==> src/rtl/fa_share_arb.sv <==
// Round-robin arbiter sharing a single W-bit full-adder datapath among NREQ requesters.
// The granted sum is registered with the winner's ID and held under a valid/ready handshake.
module fa_share_arb #(
    parameter int NREQ = 4,
    parameter int W    = 5,
    parameter int IDW  = 2
) (
    input  logic              clk,
    input  logic              rst_n,
    input  logic [NREQ-1:0]   req,
    input  logic [NREQ*W-1:0] a_in,
    input  logic [NREQ*W-1:0] b_in,
    input  logic [NREQ-1:0]   cin_in,
    output logic [NREQ-1:0]   gnt,
    output logic              res_valid,
    output logic [W-1:0]      res_s,
    output logic              res_cout,
    output logic [IDW-1:0]    res_id,
    input  logic              res_ready
);

    localparam int unsigned N = NREQ;

    typedef enum logic {
        IDLE,
        HOLD
    } state_t;

    state_t         state_q;
    logic [IDW-1:0] last_q;
    logic           res_valid_q;
    logic [W-1:0]   res_s_q;
    logic           res_cout_q;
    logic [IDW-1:0] res_id_q;

    logic [IDW-1:0] win;
    logic [IDW-1:0] cand;
    logic           found;
    logic           accept;
    int unsigned    idx;
    logic [W-1:0]   a_sel;
    logic [W-1:0]   b_sel;
    logic           cin_sel;
    logic [W:0]     sum_d;

    // Scan last+1, last+2, ... with wrap; the first active request wins.
    always_comb begin
        found = 1'b0;
        win   = '0;
        idx   = 0;
        cand  = '0;
        for (int unsigned k = 1; k <= N; k++) begin
            idx  = (32'(last_q) + k) % N;
            cand = IDW'(idx);
            if (!found && req[cand]) begin
                found = 1'b1;
                win   = cand;
            end
        end
    end

    // Reset gating keeps gnt low even if requests are present during reset.
    assign accept = rst_n && found && (state_q == IDLE || res_ready);
    assign gnt    = accept ? (NREQ'(1) << win) : '0;

    // Only the winner's operands reach the adder, so idle lanes never leak into results.
    assign a_sel   = a_in[win*W +: W];
    assign b_sel   = b_in[win*W +: W];
    assign cin_sel = cin_in[win];
    assign sum_d   = {1'b0, a_sel} + {1'b0, b_sel} + {{W{1'b0}}, cin_sel};

    always_ff @(posedge clk or negedge rst_n) begin
        if (!rst_n) begin
            state_q     <= IDLE;
            last_q      <= IDW'(NREQ - 1);
            res_valid_q <= 1'b0;
            res_s_q     <= '0;
            res_cout_q  <= 1'b0;
            res_id_q    <= '0;
        end else if (accept) begin
            state_q                 <= HOLD;
            last_q                  <= win;
            res_valid_q             <= 1'b1;
            {res_cout_q, res_s_q}   <= sum_d;
            res_id_q                <= win;
        end else if (state_q == HOLD && res_ready) begin
            state_q     <= IDLE;
            res_valid_q <= 1'b0;
        end
    end

    assign res_valid = res_valid_q;
    assign res_s     = res_s_q;
    assign res_cout  = res_cout_q;
    assign res_id    = res_id_q;

endmodule
==> config.mk <==
export PLATFORM = sky130hd
export DESIGN_NAME = fa_share_arb
export DESIGN_NICKNAME = d
export VERILOG_FILES = /design/src/rtl/fa_share_arb.sv
export SDC_FILE = /design/constraint.sdc
export NUM_CORES = 1
export LEC_CHECK = 0
export CAP_MARGIN = 10
export CORE_MARGIN = 2
export CORE_UTILIZATION = 26
export CTS_BUF_LIST = sky130_fd_sc_hd__clkbuf_16
export CTS_CLUSTER_SIZE = 20
export DETAILED_ROUTE_END_ITERATION = 6
export MAX_ROUTING_LAYER = met4
export SLEW_MARGIN = 20
export SYNTH_ARGS = -nofsm -noshare
export SYNTH_HDL_FRONTEND = slang
export SYNTH_SLANG_ARGS = --single-unit
==> constraint.sdc <==
create_clock -name clk -period 6.85 [get_ports clk]
set_input_delay 1.37 -clock clk [delete_from_list [all_inputs] [get_ports clk]]
set_output_delay 1.37 -clock clk [all_outputs]
set_load 0.01 [all_outputs]
==> out/summary.json, run 1 <==
{
  "synth_simple_gate_area_frac": 0.112,
  "worst_setup_path_start_kind": "input pin",
  "die_h_um": 68.7,
  "post-layout-total-power_mw": 0.479,
  "groute.layer.met2.usage": 0.190,
  "clk_root_buffer_cell": "sky130_fd_sc_hd__clkbuf_16",
  "timing.setup.tns_ns": 0,
  "post_dp_hpwl_mm": 2.32,
  "setup_repair_after_global_routing_missed_its_margin": "false",
  "slew_violations": 0,
  "cts_repair_resize_count": 0,
  "synth-seq-area-share": 0.255,
  "max_cap_viol_count": 0,
  "maxClockFrequency_ghz": 0.193,
  "tritoncts_num_sinks": 11,
  "fin_crit_sh": 0.755,
  "cp_num_buf_inv": 2,
  "initialDrtViolationCount": 11,
  "master_of_the_slowest_instance_on_the_critical_path": "sky130_fd_sc_hd__a21oi_4",
  "fin_nets": 232,
  "floorplan.core_area_mm2": 0.00400,
  "synthesis.area_per_instance_um2": 9.80,
  "grtUsageMet1": 0.139,
  "synth_nets": 168,
  "crit_arrival_ns": 3.80,
  "setup_viol": 0,
  "timing_hold_violations_final": 0,
  "post_synth_mux_area_share": 0.351,
  "routed-via-count": 1016,
  "final_period_minus_worst_setup_slack_ns": 5.17,
  "cts_htree_levels": 1,
  "max-slew-margin-rel": 0.343,
  "grt_overflow": 0,
  "die_width_um": 68.7,
  "synth_area_leaders": "sky130_fd_sc_hd__mux2i_1 29%, sky130_fd_sc_hd__dfrtp_1 21%, sky130_fd_sc_hd__mux2_2 5.2%, sky130_fd_sc_hd__dfstp_2 4.8%, sky130_fd_sc_hd__ha_1 4.6%",
  "min_from": "res_id[1]",
  "yosys-top-cells-count": "31 x sky130_fd_sc_hd__mux2i_1, 13 x sky130_fd_sc_hd__nand2_1, 9 x sky130_fd_sc_hd__dfrtp_1",
  "ctsLongestPathBuffers": 2,
  "p_per_area_mw_per_mm2": 262,
  "post_synthesis_cells": 111,
  "post_synth_num_cell_types": 27,
  "antenna_found_initial": 0,
  "timing.critical_path.cells": "clkdlybuf4s50_1 > a21oi_1 > a31oi_1 > a21oi_4 > nand2_1 > nor2_1 > clkdlybuf4s50_1",
  "crit_path_max_fanout": 26,
  "vdd_drop_max_mv": 0.0965,
  "synth-compound-area-share": 0.122,
  "detail_route.wirelength_mm": 2.74,
  "die_area_mm2": 0.00471,
  "path_clk_slew_ns": 0.04,
  "required_ns": 5.48,
  "post-synth-top-area-cell": "sky130_fd_sc_hd__mux2i_1",
  "numPlacedInstances": 220,
  "synth_fa_ha_area_frac": 0.0829,
  "detailed_place.area_mm2": 0.00175,
  "num_io_pins": 64,
  "synthXorXnorAreaFrac": 0.0242,
  "critical_path_class": "input pin to primary output",
  "finClkSkew_ns": 0.00109,
  "cts-buffers-inserted": 3,
  "yosys_reg_bits": 11,
  "worst_pin_slew_ns": 0.983,
  "grt_usage": 0.116,
  "ctsHoldBuffers": 0,
  "remaining_drc_errors": 0,
  "dr.pass1.iters": 4,
  "post_drt_wl_per_cell_um": 12.2,
  "final_design_area_no_fill_mm2": 0.00182,
  "synth_edf_count": 0,
  "critPathTopFamily": "compound AO/OA/AOI/OAI gates",
  "synth_top_family_by_area": "multiplexers",
  "routabilityCongestion": 0.719,
  "source_of_the_worst_register_to_register_timing_path": "last_q[1]",
  "crit_path_start": "req[0]",
  "core.rowCount": 23,
  "grt_pass1_vias": 948,
  "post-synth-top-area-fraction": 0.285,
  "hold_path_class": "flop to flop",
  "ant_nets": 0,
  "area_growth_from_synthesis_to_layout_pct": 67.8,
  "run_status": "finished clean",
  "busiest_layer": "met2",
  "cts_tree": "built",
  "async_flop_share": 1.00,
  "final_layout_size_suffix_gt1_frac": 0.0920,
  "cts_setup_buffers": 0,
  "insertion_delay_ns": 0.24,
  "diode_count": 0,
  "grt.met3_usage": 0.0325,
  "dominantRegCellSynth": "sky130_fd_sc_hd__dfrtp_1",
  "buffers_on_ports": 63,
  "synth_area_mm2": 0.00109,
  "global_route_wire_length_before_repair_mm": 3.97,
  "leakage_nw": 0.807,
  "timing.critical_path.mode_cell": "sky130_fd_sc_hd__clkdlybuf4s50_1",
  "timing.critical_path.slowest_cell_delay_ns": 0.80,
  "ratio_of_routed_vias_to_standard_cells": 4.54,
  "instances_no_fill": 224,
  "initial_utilization": 0.272,
  "timing.critical_path.to_type": "primary output",
  "yosysWarnings": 0,
  "grt_start_max_net_pins": 27,
  "yosys.cell_count.top_type": "sky130_fd_sc_hd__mux2i_1"
}
## per-layer routing
| metal | vias up | routed length [um] |
|---|---|---|
| met1 | 462 | 1110 |
| met5 | - | 0 |
| met3 | 2 | 189 |
| met4 | 0 | 6 |
| met2 | 28 | 1440 |
| li1 | 524 | - |
## layout make-up
| cell class | instances | area [um2] |
|---|---|---|
| fill | 385 | 2180 |
| multi-input combinational | 91 | 752 |
| timing repair buffer | 64 | 638 |
| sequential | 11 | 278 |
| clock buffer | 3 | 75.1 |
| tap | 50 | 62.6 |
| inverter | 4 | 15.0 |
| clock inverter | 1 | 3.75 |
## layout by cell type, fill, tap and decap left out, types with 2 or more instances in the layout
cell type / n
sky130_fd_sc_hd__clkdlybuf4s50_1: 63
sky130_fd_sc_hd__mux2i_1: 31
sky130_fd_sc_hd__nand2_1: 13
sky130_fd_sc_hd__dfrtp_1: 9
sky130_fd_sc_hd__o21ai_0: 8
sky130_fd_sc_hd__a21oi_1: 7
sky130_fd_sc_hd__inv_1: 5
sky130_fd_sc_hd__nor2_1: 5
sky130_fd_sc_hd__mux2_2: 5
sky130_fd_sc_hd__ha_1: 4
sky130_fd_sc_hd__nand2b_1: 3
sky130_fd_sc_hd__clkbuf_16: 3
sky130_fd_sc_hd__xor2_1: 2
sky130_fd_sc_hd__fa_1: 2
sky130_fd_sc_hd__dfstp_2: 2
## cells by family (layout without fill, tap and decap cells)
family | Yosys count | count (layout)
and+or+nand+nor | 26 | 26
adders and majority gates | 6 | 6
DFF | 11 | 11
muxes | 37 | 37
buffers and inverters | 9 | 72
xor gates and xnor gates | 3 | 3
AOI/OAI and AO/OA | 19 | 19
## worst register-to-register path, cell delays in order (launching register included)
cell	delay [ns]
sky130_fd_sc_hd__dfstp_2	0.61
sky130_fd_sc_hd__a31oi_1	0.15
sky130_fd_sc_hd__a21oi_4	0.80
sky130_fd_sc_hd__mux2i_1	0.17
sky130_fd_sc_hd__mux2_2	0.31
sky130_fd_sc_hd__fa_1	0.46
sky130_fd_sc_hd__fa_1	0.42
sky130_fd_sc_hd__o21ai_0	0.18
sky130_fd_sc_hd__a21oi_1	0.11
sky130_fd_sc_hd__xor2_1	0.15
sky130_fd_sc_hd__o21ai_0	0.14
## state kept, by name (all words and copies together), names as in the netlist
register / count
res_cout: 1
res_s: 5
res_id: 2
res_valid: 1
last_q: 2
## path summary, 6_finish.rpt
check	depth (start not counted)	slack [ns]	endpoint
max in group asynchronous	1	4.99	last_q[1]
worst min register to register	2	0.48	res_id[1]
worst max register to register	10	3.29	res_s[4]
worst min-delay path	2	0.48	res_id[1]
min in group asynchronous	1	1.49	res_s[1]
worst max-delay path	7	1.68	gnt[3]
## metrics by stage
stage	setup slack (ns)	util	hold slack, ns
global route	1.44	0.456	0.497
CTS	1.65	0.456	0.486
global placement	1.76	0.436	0.466
floorplan	2.88	-	0.489
detailed placement	1.65	0.436	0.477
finish	1.68	0.456	0.480
## report_power, final
part,switching [mW],internal [mW],leakage (nW)
Sequential,0.0159,0.0911,0.129
Combinational,0.118,0.149,0.635
Clock,0.0281,0.0766,0.0423
Note: power is estimated with default switching activity, not from simulation.
==> inputs of run 2 (changes only) <==
==> constraint.sdc (replaced) <==
create_clock -name clk -period 4.7 [get_ports clk]
set_input_delay 0.94 -clock clk [delete_from_list [all_inputs] [get_ports clk]]
set_output_delay 0.94 -clock clk [all_outputs]
set_load 0.01 [all_outputs]
==> run 2 against run 1 <==
Against the previous run:
- global-route usage is 1.6 points higher
- final area is 1.6% higher
- sequential cell count stayed put
- critical path depth stayed put
- hold slack better by 0.0091 ns
- worst setup slack worse by 1.2 ns
- clock skew hardly changed
- count of clock-buffer cells in the layout stayed put
- critical path type unchanged
- critical endpoint unchanged
- highest routed layer is now met3
==> out/summary.json, run 2 (same netlist as run 1, synthesis figures left out) <==
{
  "core.rowCount": {"value": 23, "change": "unchanged"},
  "detail_route.wirelength": {"value": 2.91, "unit": "mm", "change": "was 2.74 mm"},
  "cts_repair_resize_count": {"value": 0, "change": "unchanged"},
  "crit_arrival": {"value": 3.27, "unit": "ns", "change": "was 3.80 ns"},
  "die_width": {"value": 68.7, "unit": "um", "change": "unchanged"},
  "antenna_found_initial": {"value": 0, "change": "unchanged"},
  "crit_path_start": {"value": "req[3]", "change": "was req[0]"},
  "buffers_on_ports": {"value": 63, "change": "unchanged"},
  "remaining_drc_errors": {"value": 0, "change": "unchanged"},
  "num_io_pins": {"value": 64, "change": "unchanged"},
  "r2r-end": {"value": "res_s[4]", "change": "unchanged"},
  "grt_usage": {"value": 0.131, "change": "was 0.116"},
  "setup_viol": {"value": 0, "change": "unchanged"},
  "source_of_the_worst_register_to_register_timing_path": {"value": "last_q[1]", "change": "unchanged"},
  "dr.pass1.iters": {"value": 4, "change": "unchanged"},
  "timing.critical_path.to_type": {"value": "primary output", "change": "unchanged"},
  "crit_path_max_fanout": {"value": 15, "change": "was 26"},
  "post-layout-total-power": {"value": 0.706, "unit": "mW", "change": "was 0.479 mW"},
  "cts_setup_buffers": {"value": 0, "change": "unchanged"},
  "filler_instances": {"value": 379, "change": "was 385"},
  "mostFrequentLayoutCells": {"value": "63 x sky130_fd_sc_hd__clkdlybuf4s50_1, 31 x sky130_fd_sc_hd__mux2i_1, 13 x sky130_fd_sc_hd__nand2_1", "change": "unchanged"},
  "clk_root_buffer_cell": {"value": "sky130_fd_sc_hd__clkbuf_16", "change": "unchanged"},
  "ratio_of_routed_vias_to_standard_cells": {"value": 4.60, "change": "was 4.54"},
  "layout.cells.most_common": {"value": "sky130_fd_sc_hd__clkdlybuf4s50_1", "change": "unchanged"},
  "grt_pass1_vias": {"value": 1044, "change": "was 948"},
  "global_route_wire_length_before_repair": {"value": 4.45, "unit": "mm", "change": "was 3.97 mm"},
  "timing.critical_path.cells": {"value": "clkdlybuf4s50_1 > a31oi_1 > a21oi_4 > buf_4 > nand2_1 > nor2_1 > clkdlybuf4s50_1", "change": "was clkdlybuf4s50_1 > a21oi_1 > a31oi_1 > a21oi_4 > nand2_1 > nor2_1 > clkdlybuf4s50_1"},
  "timing.reg2reg.worst_path_depth": {"value": 9, "change": "was 10"},
  "finClkSkew": {"value": 0.00110, "unit": "ns", "change": "was 0.00109 ns"},
  "max_cap_viol_count": {"value": 0, "change": "unchanged"},
  "ant_nets": {"value": 0, "change": "unchanged"},
  "vdd_drop_max": {"value": 0.214, "unit": "mV", "change": "was 0.0965 mV"},
  "final_period_minus_worst_setup_slack_ns": 4.21,
  "slew_violations": {"value": 0, "change": "unchanged"},
  "r2r_setup_slack": {"value": 1.46, "unit": "ns", "change": "was 3.29 ns"},
  "grt_start_max_net_pins": {"value": 16, "change": "was 27"},
  "timing.critical_path.mode_cell": {"value": "sky130_fd_sc_hd__clkdlybuf4s50_1", "change": "unchanged"},
  "insertion_delay": {"value": 0.24, "unit": "ns", "change": "about the same"},
  "initialDrtViolationCount": {"value": 28, "change": "was 11"},
  "final_layout_size_suffix_gt1_frac": {"value": 0.112, "change": "was 0.0920"},
  "timing.critical_path.to": {"value": "gnt[3]", "change": "unchanged"},
  "maxClockFrequency_ghz": 0.237,
  "initial_utilization": {"value": 0.272, "change": "unchanged"},
  "worst_setup_path_start_kind": {"value": "input pin", "change": "unchanged"},
  "tritoncts_num_sinks": {"value": 11, "change": "unchanged"},
  "hold_path_class": {"value": "flop to flop", "change": "unchanged"},
  "post_dp_hpwl": {"value": 2.52, "unit": "mm", "change": "was 2.32 mm"},
  "cts_htree_levels": {"value": 1, "change": "unchanged"},
  "timing_hold_violations_final": {"value": 0, "change": "unchanged"},
  "grt_overflow": {"value": 0, "change": "unchanged"},
  "ctsLongestPathBuffers": {"value": 2, "change": "unchanged"},
  "routabilityCongestion": {"value": 0.718, "change": "was 0.719"},
  "timing.setup.tns": {"value": 0, "unit": "ns", "change": "unchanged"},
  "worst_pin_slew": {"value": 0.582, "unit": "ns", "change": "was 0.983 ns"},
  "p_per_area": {"value": 381, "unit": "mW/mm2", "change": "was 262 mW/mm2"},
  "critical_path_class": {"value": "input pin to primary output", "change": "unchanged"},
  "required": {"value": 3.76, "unit": "ns", "change": "was 5.48 ns"},
  "die_area": {"value": 0.00471, "unit": "mm2", "change": "unchanged"},
  "floorplan.core_area": {"value": 0.00400, "unit": "mm2", "change": "unchanged"},
  "cts_tree": {"value": "built", "change": "unchanged"},
  "largest_register_ffs": {"value": 5, "change": "unchanged"},
  "leakage": {"value": 0.826, "unit": "nW", "change": "was 0.807 nW"},
  "max-slew-margin-rel": {"value": 0.607, "change": "was 0.343"},
  "die_h": {"value": 68.7, "unit": "um", "change": "unchanged"},
  "diode_count": {"value": 0, "change": "unchanged"},
  "routed-via-count": {"value": 1048, "change": "was 1016"},
  "timing.critical_path.slowest_cell_delay": {"value": 0.56, "unit": "ns", "change": "was 0.80 ns"},
  "post_drt_wl_per_cell": {"value": 12.8, "unit": "um", "change": "was 12.2 um"},
  "master_of_the_slowest_instance_on_the_critical_path": {"value": "sky130_fd_sc_hd__clkdlybuf4s50_1", "change": "was sky130_fd_sc_hd__a21oi_4"},
  "ctsHoldBuffers": {"value": 0, "change": "unchanged"},
  "fin_nets": {"value": 236, "change": "was 232"},
  "area_growth_from_synthesis_to_layout": {"value": 70.5, "unit": "%", "change": "was 67.8%"},
  "cts-buffers-inserted": {"value": 3, "change": "unchanged"},
  "run_status": {"value": "finished clean", "change": "unchanged"},
  "setup_repair_after_global_routing_missed_its_margin": {"value": "false", "change": "unchanged"},
  "path_clk_slew": {"value": 0.04, "unit": "ns", "change": "about the same"},
  "fin_crit_sh": 0.896
}
[run 2: cell types whose count changed in the layout (fill, tap and decap cells not counted), sizes merged]
cell	previous run	this run
buf	1	5
[run 2: final cells by class]
class                      count  area [um2]  share of cell area
tap                           50        62.6              0.0337
multi-input combinational     91         752               0.406
clock inverter                 1        3.75             0.00202
timing repair buffer          68         668               0.360
inverter                       4        15.0             0.00810
sequential                    11         278               0.150
clock buffer                   3        75.1              0.0405
[run 2: metrics by stage]
step / instances / hold slack [ns] / utilization / setup slack [ns] / cell area (um2)
finish: 228 / 0.489 / 0.464 / 0.488 / 1850
global route: 228 / 0.513 / 0.464 / 0.298 / 1850
CTS: 228 / 0.491 / 0.464 / 0.449 / 1850
detailed placement: 224 / 0.482 / 0.444 / 0.454 / 1780
global placement: 224 / 0.463 / 0.444 / 0.529 / 1780
floorplan: 111 / 0.489 / - / 1.16 / 1090
[run 2: worst min path at each step]
stage,start,endpoint,slack [ns],cells after the start
after global routing,res_s[0],res_s[0],0.51,2
after CTS,res_id[1],res_id[1],0.49,2
after floorplan,last_q[0],last_q[0],0.49,2
after detailed placement,res_id[1],res_id[1],0.48,2
after global placement,res_id[1],res_id[1],0.46,2
final,res_id[1],res_id[1],0.49,2
[run 2: worst max-delay path: cells and delay by family]
family | cells | cell delay (ns)
AND/OR/NAND/NOR | 2 | 0.22
buffers and inverters | 3 | 1.44
AO/OA/AOI/OAI | 2 | 0.67
[run 2: per-layer routing]
layer | up-vias | global-route usage | wire length [um] | share of wire
met5 | - | - | 0 | 0
met4 | 0 | 0.0225 | 0 | 0
met3 | 0 | 0.0390 | 203 | 0.070
met2 | 32 | 0.230 | 1580 | 0.54
met1 | 486 | 0.150 | 1130 | 0.39
li1 | 530 | - | - | -
[run 2: report_power, final]
group	internal [mW]	total (mW)	switching [mW]
Combinational	0.221	0.396	0.174
Clock	0.111	0.152	0.0402
Sequential	0.133	0.159	0.0257
Total	0.466	0.706	0.240
==> inputs of run 3 (changes only) <==
--- a/config.mk
+++ b/config.mk
@@ -16,3 +16,4 @@
 export SYNTH_ARGS = -nofsm -noshare
 export SYNTH_HDL_FRONTEND = slang
 export SYNTH_SLANG_ARGS = --single-unit
+export TNS_END_PERCENT = 30
==> results of run 3 <==
The final DEF is identical to that of run 2; final timing and power are the same.
==> RTL edit: new RTL, settings of run 2 <==
Set the parameter `W` to 7 (it was 5).
--- a/src/rtl/fa_share_arb.sv
+++ b/src/rtl/fa_share_arb.sv
@@ -4,3 +4,3 @@
     parameter int NREQ = 4,
-    parameter int W    = 5,
+    parameter int W    = 7,
     parameter int IDW  = 2
Ports: changed (resized a_in, b_in and res_s); port bits go from 64 to 82. The function was not compared with the original's and may differ.
==> RTL edit against run 2 <==
Sequential power grew 18%; largest power group unchanged; final area up 27%; total power is 32% higher; wire length up 22%; count of clock-buffer cells in the layout unchanged; area after synthesis grew 26%; worst setup slack better by 0.12 ns; non-clock buffer count rose by 19; highest routed layer is now met4; sequential cell count is 2 higher.
==> RTL edit: results (changes against run 2) <==
Power and ir drop
  • Leakage component of the power: 0.001051 µW (+27%)
  • Maximum resistive drop on vdd: 0.1804 mV (-16%)
  • Power spent charging and discharging nets: 333.4 µW (+39%)

Worst setup path
  • Data arrival time at the worst-slack endpoint: 3.16 ns (-0.11 ns)
  • Biggest fanout along the worst timing path: 8 (-7)

Outcome
  • Status: complete, no violations

Route
  • Drt via density: 4.597 (about the same)
  • Number of iterations in the first detailed-routing pass: 4 (unchanged)
  • Initial drt markers: 30 (+7.1%)
  • Post-detailed-routing wire length: 3549 µm (+22%)

Place
  • Total of buffers placed on input and output ports: 81 (+29%)
  • Routability Congestion: 0.7365 (+2.6%)
  • HPWL reported at the end of detailed placement: 3043 µm (+21%)
  • Placed instance area: 2280 µm² (+28%)

Final layout
  • Filler instances: 535 (+41%)
  • Max FFs per register: 7 (+2)
  • Share of post-route cells with drive strength above 1: 0.07895 (-0.03341)
  • Nets@finish: 304 (+29%)

Timing
  • Fin Clk Skew: 0.001236 ns (+0.0001325 ns)
  • Slew of the pin with the lowest slew margin: 0.4065 ns (-0.1754 ns)

Logic synthesis
  • Area contributors post-synth: sky130_fd_sc_hd__mux2i_1, sky130_fd_sc_hd__dfrtp_1, sky130_fd_sc_hd__ha_1
  • Number of unique standard cell types used by synthesis: 30 (+11%)
  • Most common library cells after synthesis: sky130_fd_sc_hd__mux2i_1, sky130_fd_sc_hd__nand2_1, sky130_fd_sc_hd__dfrtp_1, sky130_fd_sc_hd__nor2_1, sky130_fd_sc_hd__o21a_1
  • Fraction of synthesized cell area taken by the top area cell type: 0.3139 (+0.02848)
  • Post-synthesis net count: 219 (+30%)
  • Sequential area share after synthesis: 0.2391 (-0.01641)

Clock network
  • Skew-Pair Late Insertion Delay: 0.23 ns
  • Maximum buffer depth of the clock tree: 2 (unchanged)
  • Buffer count from post-CTS setup fixing: 0 (unchanged)

Global route
  • Vias in the first global route: 1395 (+34%)
  • Total GRT Usage: 0.1256 (-0.005832)
  • Global-route wire length before repair: 6051 µm (+36%)
  • Initial antenna violation count: 0 (unchanged)
  • Maximum number of pins on one net before global-route repair: 17 (+1)
[RTL edit: cell types whose count changed after synthesis, moves of 3 or more]
cell / run 2 / this run
sky130_fd_sc_hd__a21oi_1: 7 / 3
sky130_fd_sc_hd__nor3_1: 1 / 4
sky130_fd_sc_hd__mux2i_1: 31 / 43
sky130_fd_sc_hd__o31a_1: 0 / 3
sky130_fd_sc_hd__o31ai_1: 0 / 3
sky130_fd_sc_hd__o21a_1: 0 / 7
sky130_fd_sc_hd__inv_1: 4 / 1
sky130_fd_sc_hd__nor2_1: 5 / 8
[RTL edit: power groups by stage]
stage / clock network (µW) / logic, µW / registers [µW]
3_5_place_dp: 0 / 594 / 190
3_3_place_gp: 0 / 592 / 192
5_1_grt: 166 / 651 / 196
2_1_floorplan: 0 / 360 / 203
4_1_cts: 158 / 598 / 189
6_report: 153 / 589 / 188
[RTL edit: final cells by class]
class,count,share of cell area
well taps,70,0.03714
clock buffers,3,0.03183
flip-flops and latches,13,0.1390
clock inverters,1,0.001592
multi-input cells,123,0.4260
inverters,1,0.001592
repair buffers,87,0.3629
[RTL edit: metrics by stage]
stage	util	setup slack (ns)	hold slack (ns)	total power, µW	cells
2_1_floorplan	-	1.229	0.4734	563.4	144
3_3_place_gp	0.4464	0.5850	0.4731	783.2	294
3_5_place_dp	0.4464	0.5444	0.4763	784.7	294
4_1_cts	0.4618	0.5788	0.4860	945.5	298
5_1_grt	0.4618	0.4381	0.5051	1012	298
6_report	0.4618	0.6041	0.4757	930.0	298
[RTL edit: worst paths after layout]
check	endpoint	cells after the start	start	slack, ns
max	gnt[0]	6	req[0]	0.60
min	res_s[1]	2	res_s[1]	0.48
max reg2reg	res_s[6]	11	last_q[1]	1.38
min reg2reg	res_s[1]	2	res_s[1]	0.48
max in group asynchronous	last_q[1]	2	rst_n	3.25
min in group asynchronous	res_id[0]	1	rst_n	0.95
[RTL edit: logic make-up (layout without fill, tap and decap cells)]
family,after synthesis,count (layout),synth area share
DFF,13,13,0.2390
adders and majority gates,8,8,0.08394
xor gates and xnor gates,1,1,0.006388
AOI/OAI and AO/OA,29,29,0.1505
and+or+nand+nor,37,37,0.1268
muxes,48,48,0.3549
buffers and inverters,8,92,0.03832
[RTL edit: worst max-delay path: cells and delay by family]
kind,cells,cell delay [ns]
AO/OA/AOI/OAI,1,0.43
buffers and inverters,3,1.36
AND/OR/NAND/NOR,2,0.42
[RTL edit: routing by layer]
layer  GRT usage  wire length [µm]  vias up
li1            -                 -      699
met1      0.1554              1624      616
met2      0.2124              1728       53
met3     0.02488               180        2
met4     0.02727                16        0
met5           -                 0        -
